$ cat src/rtl/vga_pkg.sv
// rtl/vga_pkg.sv - shared types for the VGA image fetch stage
package vga_pkg;

    localparam int H_ACTIVE = 640;
    localparam int V_ACTIVE = 480;

    typedef enum logic [1:0] {
        IDLE,
        ARMED,
        SHOW
    } fetch_state_t;

    typedef logic [9:0] coord_t;

    // Per-pixel side information carried alongside the RAM read.
    typedef struct packed {
        logic       hsync;
        logic       vsync;
        logic       active;
        logic       in_win;
        logic       src_sel;
        logic [7:0] xoff;
    } pix_tag_t;

endpackage

$ cat src/rtl/vga_image_fetch_if.sv
// rtl/vga_image_fetch_if.sv - image RAM read port
interface vga_image_fetch_if #(
    parameter int ADDR_W = 16
);
    logic [ADDR_W-1:0] mem_addr;
    logic              mem_rd;
    logic [7:0]        mem_rdata;

    modport master (output mem_addr, output mem_rd, input mem_rdata);
    modport slave  (input mem_addr, input mem_rd, output mem_rdata);
endinterface

$ cat src/rtl/delay_line.sv
// rtl/delay_line.sv - enable-gated shift register with per-bit reset value
module delay_line #(
    parameter int               WIDTH   = 1,
    parameter int               DEPTH   = 1,
    parameter logic [WIDTH-1:0] RST_VAL = '0
) (
    input  logic             clk,
    input  logic             rst_n,
    input  logic             en,
    input  logic [WIDTH-1:0] d,
    output logic [WIDTH-1:0] q
);

    logic [WIDTH-1:0] pipe [DEPTH];

    always_ff @(posedge clk or negedge rst_n) begin
        if (!rst_n) begin
            for (int i = 0; i < DEPTH; i++) pipe[i] <= RST_VAL;
        end else if (en) begin
            pipe[0] <= d;
            for (int i = 1; i < DEPTH; i++) pipe[i] <= pipe[i-1];
        end
    end

    assign q = pipe[DEPTH-1];

endmodule

$ cat src/rtl/vga_image_fetch.sv
// rtl/vga_image_fetch.sv - centres a RAM image on screen and gates it per frame
module vga_image_fetch
    import vga_pkg::*;
#(
    parameter int IMG_W  = 256,
    parameter int IMG_H  = 256,
    parameter int X0     = 192,
    parameter int Y0     = 112,
    parameter int ADDR_W = 16,
    parameter int RD_LAT = 1
) (
    input  logic        clk,
    input  logic        rst,
    input  logic        pix_en,
    input  coord_t      x,
    input  coord_t      y,
    input  logic        active_in,
    input  logic        hsync_in,
    input  logic        vsync_in,
    input  logic        img_valid,
    vga_image_fetch_if.master mem,
    output logic [7:0]  r,
    output logic [7:0]  g,
    output logic [7:0]  b,
    output logic        hsync,
    output logic        vsync,
    output logic        blank_b,
    output logic        showing,
    output logic [15:0] frame_cnt
);

    localparam int L  = RD_LAT + 1;
    localparam int XW = $clog2(IMG_W);
    localparam int YW = ADDR_W - XW;
    localparam pix_tag_t TAG_RST = '{hsync: 1'b1, vsync: 1'b1, default: '0};

    fetch_state_t state, state_nx;
    logic         vsync_q;
    logic         frame_start;
    logic         cnt_inc;
    coord_t       dx, dy;
    logic         in_win;
    logic         src_show;
    pix_tag_t     tag_d, tag_q;
    logic [7:0]   pix;

    // Negative offsets wrap to large unsigned values and fall outside the window.
    assign dx       = x - coord_t'(X0);
    assign dy       = y - coord_t'(Y0);
    assign in_win   = active_in && (dx < coord_t'(IMG_W)) && (dy < coord_t'(IMG_H));
    assign src_show = (state == SHOW);

    assign frame_start = pix_en && vsync_q && !vsync_in;

    always_ff @(posedge clk or negedge rst) begin
        if (!rst) begin
            state     <= IDLE;
            vsync_q   <= 1'b1;
            frame_cnt <= '0;
        end else begin
            state <= state_nx;
            if (pix_en) vsync_q <= vsync_in;
            if (cnt_inc) frame_cnt <= frame_cnt + 16'd1;
        end
    end

    // Arming may happen on any cycle; every other move waits for a frame start.
    always_comb begin
        state_nx = state;
        cnt_inc  = 1'b0;
        case (state)
            IDLE:  if (img_valid) state_nx = ARMED;
            ARMED: if (frame_start) state_nx = img_valid ? SHOW : IDLE;
            SHOW: begin
                if (frame_start) begin
                    cnt_inc = 1'b1;
                    if (!img_valid) state_nx = IDLE;
                end
            end
            default: state_nx = IDLE;
        endcase
    end

    always_ff @(posedge clk or negedge rst) begin
        if (!rst) begin
            mem.mem_addr <= '0;
            mem.mem_rd   <= 1'b0;
        end else if (pix_en) begin
            mem.mem_addr <= {dy[YW-1:0], dx[XW-1:0]};
            mem.mem_rd   <= in_win && src_show;
        end
    end

    assign tag_d = '{hsync:   hsync_in,
                     vsync:   vsync_in,
                     active:  active_in,
                     in_win:  in_win,
                     src_sel: src_show,
                     xoff:    dx[7:0]};

    delay_line #(
        .WIDTH   ($bits(pix_tag_t)),
        .DEPTH   (L),
        .RST_VAL (TAG_RST)
    ) u_tag_dly (
        .clk   (clk),
        .rst_n (rst),
        .en    (pix_en),
        .d     (tag_d),
        .q     (tag_q)
    );

    // RAM data arrives in the same pulse the tag leaves the delay line.
    always_comb begin
        pix = 8'd0;
        if (tag_q.active && tag_q.in_win)
            pix = tag_q.src_sel ? mem.mem_rdata : tag_q.xoff;
    end

    assign r       = pix;
    assign g       = pix;
    assign b       = pix;
    assign hsync   = tag_q.hsync;
    assign vsync   = tag_q.vsync;
    assign blank_b = tag_q.active;
    assign showing = tag_q.src_sel;

endmodule

$ cat src/flat_wrapper.sv
// flat-port wrapper written by rule: the top's interface ports become plain ports
module vga_image_fetch_flat import vga_pkg::*;
#(
    parameter int IMG_W  = 256,
    parameter int IMG_H  = 256,
    parameter int X0     = 192,
    parameter int Y0     = 112,
    parameter int ADDR_W = 16,
    parameter int RD_LAT = 1
)
  (clk, rst, pix_en, x, y, active_in, hsync_in, vsync_in, img_valid, r, g, b, hsync, vsync, blank_b, showing, frame_cnt, mem_mem_addr, mem_mem_rd, mem_mem_rdata);
  vga_image_fetch_if #(.ADDR_W(ADDR_W)) mem_i ();
  input  logic clk;
  input  logic rst;
  input  logic pix_en;
  input  coord_t x;
  input  coord_t y;
  input  logic active_in;
  input  logic hsync_in;
  input  logic vsync_in;
  input  logic img_valid;
  output logic [7:0] r;
  output logic [7:0] g;
  output logic [7:0] b;
  output logic hsync;
  output logic vsync;
  output logic blank_b;
  output logic showing;
  output logic [15:0] frame_cnt;
  output wire logic [$bits(mem_i.mem_addr)-1:0] mem_mem_addr;
  output wire logic [$bits(mem_i.mem_rd)-1:0] mem_mem_rd;
  input wire logic [$bits(mem_i.mem_rdata)-1:0] mem_mem_rdata;
  assign mem_mem_addr = mem_i.mem_addr;
  assign mem_mem_rd = mem_i.mem_rd;
  assign mem_i.mem_rdata = mem_mem_rdata;
  vga_image_fetch #(.IMG_W(IMG_W), .IMG_H(IMG_H), .X0(X0), .Y0(Y0), .ADDR_W(ADDR_W), .RD_LAT(RD_LAT)) u_core (.clk(clk), .rst(rst), .pix_en(pix_en), .x(x), .y(y), .active_in(active_in), .hsync_in(hsync_in), .vsync_in(vsync_in), .img_valid(img_valid), .mem(mem_i), .r(r), .g(g), .b(b), .hsync(hsync), .vsync(vsync), .blank_b(blank_b), .showing(showing), .frame_cnt(frame_cnt));
endmodule
$ cat config.mk
export PLATFORM = sky130hd
export DESIGN_NAME = vga_image_fetch_flat
export DESIGN_NICKNAME = d
export VERILOG_FILES = /design/src/rtl/vga_pkg.sv /design/src/rtl/vga_image_fetch_if.sv /design/src/rtl/delay_line.sv /design/src/rtl/vga_image_fetch.sv /design/src/flat_wrapper.sv
export SDC_FILE = /design/constraint.sdc
export NUM_CORES = 1
export LEC_CHECK = 0
export ABC_AREA = 0
export CAP_MARGIN = 20
export CORE_MARGIN = 2
export CORE_UTILIZATION = 60
export CTS_CLUSTER_SIZE = 28
export DETAILED_ROUTE_END_ITERATION = 6
export DONT_BUFFER_PORTS = 1
export HOLD_SLACK_MARGIN = 0.1
export PLACE_DENSITY = 0.85
export REMOVE_ABC_BUFFERS = 1
export SLEW_MARGIN = 20
export SYNTH_ARGS = -nofsm -noshare
export SYNTH_HDL_FRONTEND = slang
export SYNTH_SLANG_ARGS = --single-unit
$ cat constraint.sdc
create_clock -name clk -period 1.6 [get_ports clk]
set_clock_uncertainty 0.15 [all_clocks]
set_input_delay 0.16 -clock clk [delete_from_list [all_inputs] [get_ports clk]]
set_output_delay 0.16 -clock clk [all_outputs]
set_load 0.02 [all_outputs]
# Yosys cells after proc, flatten, opt, wreduce, memory -nomap -nowiden
# Index checks and enable logic that the tools add are counted.
[op_classes]
addsub = 3
n_mul = 0
div_mod_pow = 0
order_cmp = 2
n_eq_ne = 6
n_shift = 0
n_mux = 10
bitwise_logic = 0
n_reduce_logical = 9
[ops]
columns = ["cell", "count"]
rows = [
  ["$lt 10x9->1 const B", 2],
  ["$add 16x1->16 const B", 1],
  ["$mux 8", 2],
  ["$mux 2", 5],
  ["$sub 10x7->10 const B", 1],
  ["$sub 10x8->10 const B", 1],
  ["$logic_and 1x1->1", 6],
  ["$pmux 2 s3", 1],
  ["$ne 2x1->1 const B", 2],
  ["$ne 2x2->1 const B", 2],
  ["$reduce_and 4->1", 1],
  ["$eq 2x1->1 const B", 1],
  ["$eq 2x2->1 const B", 1],
  ["$logic_not 2->1", 1],
  ["$mux 1", 2],
  ["$logic_not 1->1", 1],
]
[totals]
regBits = 62
latch_bits = 0
ram_bits = 0
rom_bits = 0
input_bits = 35
elab_cells = 37
memories = 0

# Depth between registers and ports, before layout
# Gate-level depths: netlist of run 1.
[depth]
ltp_word = 5
mapped_depth = 5
ltp_nobuf = 5

# Cells and area by module
# A second synthesis of run 1 with hierarchy kept.
[hier_totals]
cells_unflattened = 227
hier_area_um2 = 3004.1
[by_module_without_submodules]
columns = ["mod", "n_inst", "cells_each", "area_each_um2", "seq_area_each_um2"]
rows = [
  ["vga_image_fetch", 1, 159, 1831.8, 902.1],
  ["delay_line", 1, 68, 1172.4, 655.6],
]

# Worst setup path after synthesis of run 1
# OpenSTA, ideal clock, no wires.
[synth_timing]
kind = "register to output"
start = "register u_core.u_tag_dly.pipe (netlist bit u_core.u_tag_dly.q[8])"
end = "output port g[0]"
arrival_time_ps = 1369
required_ps = 1290
slack_ps = -79
path_stages_with_launch = 5
path_buffers = 2
path_cell_list = "dfrtp_1 -> buf_2 -> mux2i_1 -> nor2_1 -> buf_4"
[synth_via]
elab_chain_cells = 2
[synth_lines]
columns = ["item", "line_no", "source"]
rows = [
  ["start, declared", "delay_line.sv:14", "logic [WIDTH-1:0] pipe [DEPTH];"],
  ["$mux 8", "vga_image_fetch.sv:117", "pix = tag_q.src_sel ? mem.mem_rdata : tag_q.xoff;"],
  ["$mux 8", "vga_image_fetch.sv:116", "if (tag_q.active && tag_q.in_win)"],
  ["end, declared", "flat_wrapper.sv:23", "output logic [7:0] g;"],
]
# Every way passes these cells.

# Worst setup path in the final report of run 1
[layout_timing]
start = "register u_core.u_tag_dly.pipe (netlist bit u_core.u_tag_dly.q[8])"
end = "output port r[7]"
[layout_via]
elab_chain_cells = 2
[layout_lines]
columns = ["item", "line_no", "source"]
rows = [
  ["$mux 8", "vga_image_fetch.sv:117", ""],
  ["$mux 8", "vga_image_fetch.sv:116", ""],
  ["end, declared", "flat_wrapper.sv:22", "output logic [7:0] r;"],
]
# Every way passes these cells.

==> impl_summary.md, run 1 <==
Run status
The run finished, with violations left. The checks that failed: negative setup slack.

Synth
After technology mapping, the gate count stands at approximately 210. The synthesized flop and latch total is 53. In the post-synthesis netlist, the biggest area contributors are sky130_fd_sc_hd__dfrtp_1 (48%), sky130_fd_sc_hd__mux2_2 (13%), sky130_fd_sc_hd__buf_4 (7.1%), sky130_fd_sc_hd__dfstp_2 (4.1%), sky130_fd_sc_hd__mux2i_1 (3.9%). The share of the synthesized area in the top cell type is slightly below 50%. After synthesis, the netlist uses 34 different library cells. The most used flip-flop cell after synthesis is sky130_fd_sc_hd__dfrtp_1.

After synthesis, the share of flip-flops with an asynchronous set or reset is 100.0%. The post-synthesis sequential area ratio is 52.21%. The post-synthesis instance area is 2550 um2. The mean cell area of the mapped netlist is roughly 12 um2.

During synthesis, Yosys emitted a total of 0 warnings. In this run, synthesis inferred 0 flip-flops with an integrated enable. The leading area contributor after synthesis is sky130_fd_sc_hd__dfrtp_1.

Routing
The routed via count divided by cell count is 5.734. The routed length per placed instance is roughly 17 um. After detailed routing, the number of remaining DRC violations is 0. The overall via count from detail_route is about 1700. The final layout contains routed wiring with a total length of 5.148 mm. The first-pass iteration count of the detailed router is 4. The count of routing violations after the opening detailed-route iteration is 120. In this run the remaining antenna-violating nets after routing total 0.

Pwr
In this run, the combinational gates consume around an eighth of the power. Sequential cells burn 56.2% of the power. The internal portion of the total power is 2125 uW. The worst-case IR drop observed on VDD is ~0.53 mV. Dividing total power by cell area gives a power density of approximately 900 nW/um2.

For this design the static power due to leakage is around 0.0014 uW. The share of total power dissipated in the clock network is about a third. The net switching power is a little over 700 uW. The switching fraction of total power is about a quarter.

Timing
The worst-case headroom to the max-slew limit is between 70% and 80%. Setup repair after global routing could not meet its margin everywhere. In the post-route analysis, the smallest setup slack over all paths is -0.03091 ns. The shortest period the worst path allows is around 1.6 ns. For the pin with the worst max-slew slack, the measured transition is approximately 0.33 ns.

Setup violations remaining at the end of the flow were counted as 18. The total negative setup slack is -0.3112 ns. The number of slew-limit violations in the final report was 0. Based on the critical path, the design can be clocked at up to just over 0.6 GHz. The post-route clock period utilization is 101.9%.

The hold violation total from the final report is 0.

Finish
Once layout is done, the placed cells without fillers occupy 3114 um2. The repair_antennas step left the layout with diodes totalling 0. The total number of nets in the final design is 284.

The area of the multi-input gates is 1026 um2. In the layout the commonest cells are sky130_fd_sc_hd__dfrtp_1 (48), sky130_fd_sc_hd__mux2_2 (30), sky130_fd_sc_hd__dlygate4sd3_1 (26), sky130_fd_sc_hd__buf_4 (18), sky130_fd_sc_hd__nor2_1 (14). The register area is between 1000 and 1500 um2. Of the cells placed in the final design, the portion with a size suffix greater than 1 is between 30% and 40%. The synthesis-to-layout area growth is 22.13%.

The leading cell type in the layout, fill and taps excluded is sky130_fd_sc_hd__dfrtp_1. The share of the core filled with cells in the final layout is approximately three quarters. The number of filler instances in the final layout is 236.

Placed design
The sum of net half-perimeters after detailed placement is about 3.3 mm. The global placer's final weighted congestion is between 0.7 and 0.8. The count of buffers added on input and output ports is 0. Summing all placed instances gives a cell area of 2582 um2.

Global routing
The remaining global-route overflow is 0. The number of global-route vias before repair came to around 1800. The first global-routing pass estimated 8.714 mm of wire.

The initial antenna violation count is 0. For this run, the total global-route usage over all layers was measured as roughly 22%. The largest net degree at the start of global routing is 54.

Floorplanning
From left edge to right edge, the die measures ~69 um. During I/O placement, the number of pins put on the boundary was 96. The effective utilization at floorplan is a little over three fifths. The floorplan die height is 69.19 um. The floorplan step defined a die boundary enclosing 4787 um2. The number of placement rows is 23. The core box area is ~4000 um2.

Run
The tool flagged a number of max-cap violations equal to 0.

Clocking
The clock-pin transition on the worst setup and hold timing paths is 0.09 ns. In this run, CTS created clock tree buffers numbering 5. TritonCTS built the clock tree. No sink is reached through more buffers than the 2 on the longest clock path.

The clock latency on the worst-skew pair is 0.29 ns. The total number of clock tree sinks is 53. CTS placed an instance of sky130_fd_sc_hd__clkbuf_8 at the clock tree root. The clock tree synthesis step divided the H-tree into 2 levels.

Setup path
STA classifies the critical path endpoint as a primary output. The critical path is of the reg2out type. The worst setup path is launched from a flip-flop. At the worst endpoint, the arrival time is 1.32 ns. Of all nets on the critical path, the largest fanout is 3.

At the worst endpoint, the required time is ~1.3 ns.

Min path
The tightest min-delay check is of the in2reg type.
[final cells by class]
class / count / area share (%)
inverters: 6 / 0.7232
multi-input cells: 124 / 32.94
clock inverters: 3 / 1.487
repair buffers: 56 / 17.84
clock buffers: 5 / 2.210
well taps: 50 / 2.009
flip-flops and latches: 53 / 42.79
[worst paths after layout]
| kind | from | end | slack (ns) | cells after the start |
|---|---|---|---|---|
| hold / removal | pix_en | u_core.u_tag_dly.q[9] | 0.12 | 2 |
| setup / recovery | u_core.u_tag_dly.q[8] | r[7] | -0.03 | 4 |
| min in group asynchronous | rst | u_core.u_tag_dly.pipe[22] | 0.24 | 2 |
| setup reg to reg | u_core.u_tag_dly.pipe[24] | u_core.frame_cnt[7] | 0.04 | 4 |
| max in group asynchronous | rst | u_core.u_tag_dly.q[11] | 0.78 | 2 |
| hold reg to reg | u_core.state[1] | u_core.state[0] | 0.34 | 1 |
[Yosys cell counts, types with 5 or more instances]
library cell	instances
sky130_fd_sc_hd__nor2_1	14
sky130_fd_sc_hd__nand4_1	5
sky130_fd_sc_hd__buf_4	24
sky130_fd_sc_hd__dfrtp_1	49
sky130_fd_sc_hd__mux2i_1	10
sky130_fd_sc_hd__inv_1	6
sky130_fd_sc_hd__xnor2_1	11
sky130_fd_sc_hd__nand2_1	10
sky130_fd_sc_hd__xor2_1	7
sky130_fd_sc_hd__mux2_2	30
sky130_fd_sc_hd__buf_2	6
sky130_fd_sc_hd__nand3_1	6
[stage by stage]
| stage | instances | total power, uW | setup WS (ns) | hold WS [ns] |
|---|---|---|---|---|
| 6_report | 297 | 2850 | -0.03091 | 0.1247 |
| 3_3_place_gp | 257 | 1831 | 0.05145 | -0.2844 |
| 5_1_grt | 297 | 2987 | -0.1059 | 0.1193 |
| 2_1_floorplan | 183 | 1786 | -0.2897 | -0.2856 |
| 3_5_place_dp | 257 | 1851 | -0.05425 | -0.2846 |
| 4_1_cts | 296 | 2863 | -0.03900 | 0.1150 |
[registers in the layout (all words and copies together), names as in the netlist]
name and count:
u_core.mem.mem_rd 1, u_core.frame_cnt 16, u_core.state 2, u_core.u_tag_dly.q 13
u_core.u_tag_dly.pipe 13, u_core.mem.mem_addr 8
[power groups by stage]
stage	Clock (uW)	Sequential [uW]	Combinational, uW
after CTS	915	1600	349
after global routing	985	1610	388
after floorplan	0	1620	168
final	897	1600	353
after detailed placement	0	1630	223
after global placement	0	1620	211
[cell families (layout without fill, tap and decap cells)]
logic type	Yosys count	in the layout	share of synthesized area, %
muxes	40	40	17.17
and+or+nand+nor	52	52	10.40
adders and majority gates	3	3	1.472
DFF	53	53	52.21
AOI/OAI and AO/OA	11	11	3.435
xor gates and xnor gates	18	18	6.182
buffers and inverters	36	70	9.126
[worst max-delay path, cell delays in order (launching register included)]
cell	delay, ns
sky130_fd_sc_hd__dfrtp_2	0.44
sky130_fd_sc_hd__buf_6	0.13
sky130_fd_sc_hd__mux2i_1	0.11
sky130_fd_sc_hd__nor2_1	0.15
sky130_fd_sc_hd__buf_6	0.20
[what timing repair did]
item,4_1_cts,5_1_grt
hold endpoints to repair,90,0
setup endpoints to repair,30,34
hold buffers,28,0
pin swaps,0,10
gates resized for setup,11,11
buffers inserted,3,1
[per-layer routing]
metal  global-route usage, %  wire length (um)  vias to the layer above
li1                        -                 -                      773
met1                   25.93              1929                      835
met2                   39.74              2788                       85
met3                   6.105               328                       10
met4                   7.843               101                        0
met5                       0                 0                        -
Power figures use the tool's default switching activity.
==> inputs of run 2 (changes only) <==
--- a/config.mk
+++ b/config.mk
@@ -8,12 +8,12 @@
 export ABC_AREA = 0
 export CAP_MARGIN = 20
 export CORE_MARGIN = 2
-export CORE_UTILIZATION = 60
+export CORE_UTILIZATION = 62
 export CTS_CLUSTER_SIZE = 28
 export DETAILED_ROUTE_END_ITERATION = 6
 export DONT_BUFFER_PORTS = 1
 export HOLD_SLACK_MARGIN = 0.1
-export PLACE_DENSITY = 0.85
+export PLACE_DENSITY = 0.87
 export REMOVE_ABC_BUFFERS = 1
 export SLEW_MARGIN = 20
 export SYNTH_ARGS = -nofsm -noshare
==> run 2 against run 1 <==
Effect of this change: the run still ends with negative setup slack left; sequential share of layout area is 0.33 points higher; hold slack improved by 0.0020 ns; via count is 1.5% lower; clock power fell by 4.3%; die area shrank 3.0%; count of clock-buffer cells in the layout is 1 higher; combinational power hardly changed; global-route usage increased by 0.92 points; sequential power is essentially flat; sequential cell count did not move; cell count shrank 0.67%; highest routed layer unchanged.
==> impl_summary.md, run 2 (same netlist as run 1, synthesis figures left out) <==
Min path
The classification of the worst-slack hold path is in2reg.

Pwr
The share of total power in the clock network was 30.5% (-1.0 points). The power per cell area is 909.5 nW/um2 (-0.61%). The logic gate share of total power came to 12.5% (about the same). The switching fraction of total power was 24.66% (-0.78 points). The share of total power in sequential cells is 56.9% (+0.7 points).

The internal portion of total power is 2117 uW (-0.33%). The largest vdd supply drop is 0.5474 mV (+3.4%). The leakage power is 0.001383 uW (-1.8%). The net switching power is 693.2 uW (-4.4%).

Setup path
The first element of the critical path is u_core.u_tag_dly.q[8]. In this run the critical register-to-register path is launched from u_core.u_tag_dly.pipe[24]. The largest fanout on the critical path is 4 (+1).

The worst endpoint required time is 1.29 ns (about the same). In this run the worst setup path terminates at g[4]. The register-to-register setup slack was 0.03 ns (about the same). The length in cells of the worst reg-to-reg path is 4 (unchanged). STA classifies the critical path startpoint as a flip-flop. In this run the critical register-to-register path is captured at u_core.frame_cnt[11]. The data arrival time at the worst-slack endpoint is 1.33 ns (about the same). The type of the worst setup path is reg2out. The critical path endpoint category is a primary output.

Finish
The number of flip-flops under the largest register name is 16 (unchanged). The number of filler instances in the final layout is 250 (+5.9%). The register with the most flip-flops in the final layout is u_core.frame_cnt. The cell area after layout came to 3090 um2 (-0.76%).

The leading cell type in the layout, fill and taps excluded is sky130_fd_sc_hd__dfrtp_1. The synthesis-to-layout area growth is 21.20%. The share of final-layout standard cells stronger than drive strength 1 was 32.65% (-0.14 points). In the layout the commonest cells are sky130_fd_sc_hd__dfrtp_1 (48), sky130_fd_sc_hd__mux2_2 (30), sky130_fd_sc_hd__dlygate4sd3_1 (25), sky130_fd_sc_hd__buf_4 (17), sky130_fd_sc_hd__nor2_1 (13). The post-layout instance count excluding filler cells is 295 (-0.67%). The antenna diode instance count is 0 (unchanged). The total number of nets in the final design is 282 (-0.70%).

Clocking
The total number of clock tree sinks is 53 (unchanged). The clock-pin transition on the worst setup and hold timing paths is 0.09 ns (about the same). The root buffer cell chosen for the clock tree is sky130_fd_sc_hd__clkbuf_8.

The number of H-tree levels was 2 (unchanged). The clock latency on the worst-skew pair is 0.29 ns (about the same). TritonCTS built the clock tree. The maximum buffer depth of the clock tree was 2 (unchanged).

The number of buffers inserted during clock tree synthesis was 5 (unchanged).

Global routing
The aggregate global-route resource usage is 23.30% (+0.92 points). The remaining global-route overflow is 0 (unchanged). The largest net degree at the start of global routing is 54 (unchanged). The initial antenna violation count is 0 (unchanged). The number of global-route vias before repair is 1814 (-1.9%). The wire length of the first global-routing pass is 7.879 mm (-9.6%).

Timing
The hold violation total from the final report is 0 (unchanged). The number of slew-limit violations in the final report was 0 (unchanged). The post-route clock period utilization is 102.5% (+0.60 points). The shortest period the worst path allows is 1.641 ns (+0.009587 ns).

The worst setup slack after layout came to -0.04050 ns (-0.009587 ns). The transition at the pin with the smallest max-transition slack is 0.3177 ns (-0.009637 ns). Setup repair after global routing could not meet its margin everywhere. The worst-case hold slack was 0.1267 ns (+0.002037 ns). The maximum clock rate came to 0.6096 GHz (-0.58%). The total negative setup slack is -0.1816 ns (+0.1296 ns).

The worst-case headroom to the max-slew limit is 78.82% (+0.64 points). The number of failing setup endpoints in the final timing report is 12 (-6).

Placed design
The sum of net half-perimeters after detailed placement is 3.587 mm (+8.2%). The number of placed cells counting well taps is 256 (-0.39%). The global placer's final weighted congestion is 0.7005 (-10%). The count of buffers from port buffering was 0 (unchanged). The placement-stage worst setup slack came to -0.04323 ns (+0.01103 ns). The placed standard-cell area is 2575 um2 (-0.29%).

Routing
The routed via count divided by cell count is 5.685 (-0.86%). The total routed wirelength is 5.243 mm (+1.8%). The count of routing violations after the opening detailed-route iteration is 104 (-13%).

The count of antenna-violating nets left after detailed routing is 0 (unchanged). The remaining routing DRC violations is 0 (unchanged). The overall via count from detail_route is 1677 (-1.5%). The routed length per placed instance is 17.77 um (+2.5%). The first-pass iteration count of the detailed router came to 4 (unchanged).

Floorplanning
The core box area was 3971 um2 (-2.1%). The floorplan die width is 68.13 um (-1.5%). The effective utilization at floorplan is 64.21% (+1.4 points). The floorplan die height is 68.13 um (-1.5%). The die footprint is 4642 um2 (-3.0%). The number of placement rows is 23 (unchanged). The number of top-level design ports is 96 (unchanged).

Run
The number of max-cap violations is 0 (unchanged).

Run status
The flow ran to the end, but the final reports show violations. The final reports fail on negative setup slack.
[run 2: cell count changes in the layout (fill, tap and decap cells not counted), sizes merged]
| cell | before | now |
|---|---|---|
| dlygate4sd3 | 26 | 25 |
| clkbuf | 5 | 6 |
| buf | 30 | 29 |
| clkinvlp | 1 | 0 |
[run 2: metal layers]
| metal | share of wire, % | up-vias | GRT usage (%) |
|---|---|---|---|
| met5 | 0 | - | 0 |
| met4 | 2.0 | 0 | 8.000 |
| met3 | 6.5 | 11 | 6.414 |
| met2 | 54 | 73 | 42.72 |
| met1 | 38 | 819 | 25.77 |
| li1 | - | 774 | - |
[run 2: cell type report]
class	count	area, um2	share of cell area (%)
multi-input cells	124	1027	33.24
inverters	6	22.52	0.7287
flip-flops and latches	53	1333	43.12
well taps	50	62.56	2.024
clock buffers	6	72.57	2.348
repair buffers	54	538.0	17.41
clock inverters	2	35.03	1.134
[run 2: how the worst min path moves through the flow]
stage | end | depth (start not counted) | from
2_1_floorplan | u_core.frame_cnt[0] | 0 | rst
3_3_place_gp | u_core.u_tag_dly.pipe[23] | 0 | rst
3_5_place_dp | u_core.u_tag_dly.pipe[23] | 0 | rst
4_1_cts | u_core.u_tag_dly.pipe[21] | 2 | pix_en
5_1_grt | u_core.u_tag_dly.pipe[21] | 2 | pix_en
6_report | u_core.u_tag_dly.q[10] | 2 | pix_en
[run 2: power groups by stage]
stage	logic [uW]	clock network [uW]	registers, uW
3_5_place_dp	226	0	1630
2_1_floorplan	168	0	1620
4_1_cts	349	875	1600
3_3_place_gp	210	0	1620
6_report	353	858	1600
5_1_grt	385	951	1610
[run 2: repair_timing]
item	CTS	global route
hold buffers	27	0
setup endpoints to repair	30	35
pin swaps	1	8
resized for setup	9	14
buffers inserted	3	1
hold endpoints to repair	91	0
[run 2: worst max-delay path, stage by stage (launching register included)]
cell	delay (ns)
sky130_fd_sc_hd__dfrtp_2	0.43
sky130_fd_sc_hd__buf_6	0.14
sky130_fd_sc_hd__mux2i_1	0.11
sky130_fd_sc_hd__nor2_1	0.16
sky130_fd_sc_hd__buf_6	0.20
[run 2: metrics by stage]
step / total power, uW / utilization (%)
6_report: 2811 / 77.82
5_1_grt: 2951 / 77.82
4_1_cts: 2823 / 76.34
3_5_place_dp: 1855 / 64.84
3_3_place_gp: 1830 / 64.84
2_1_floorplan: 1786 / -
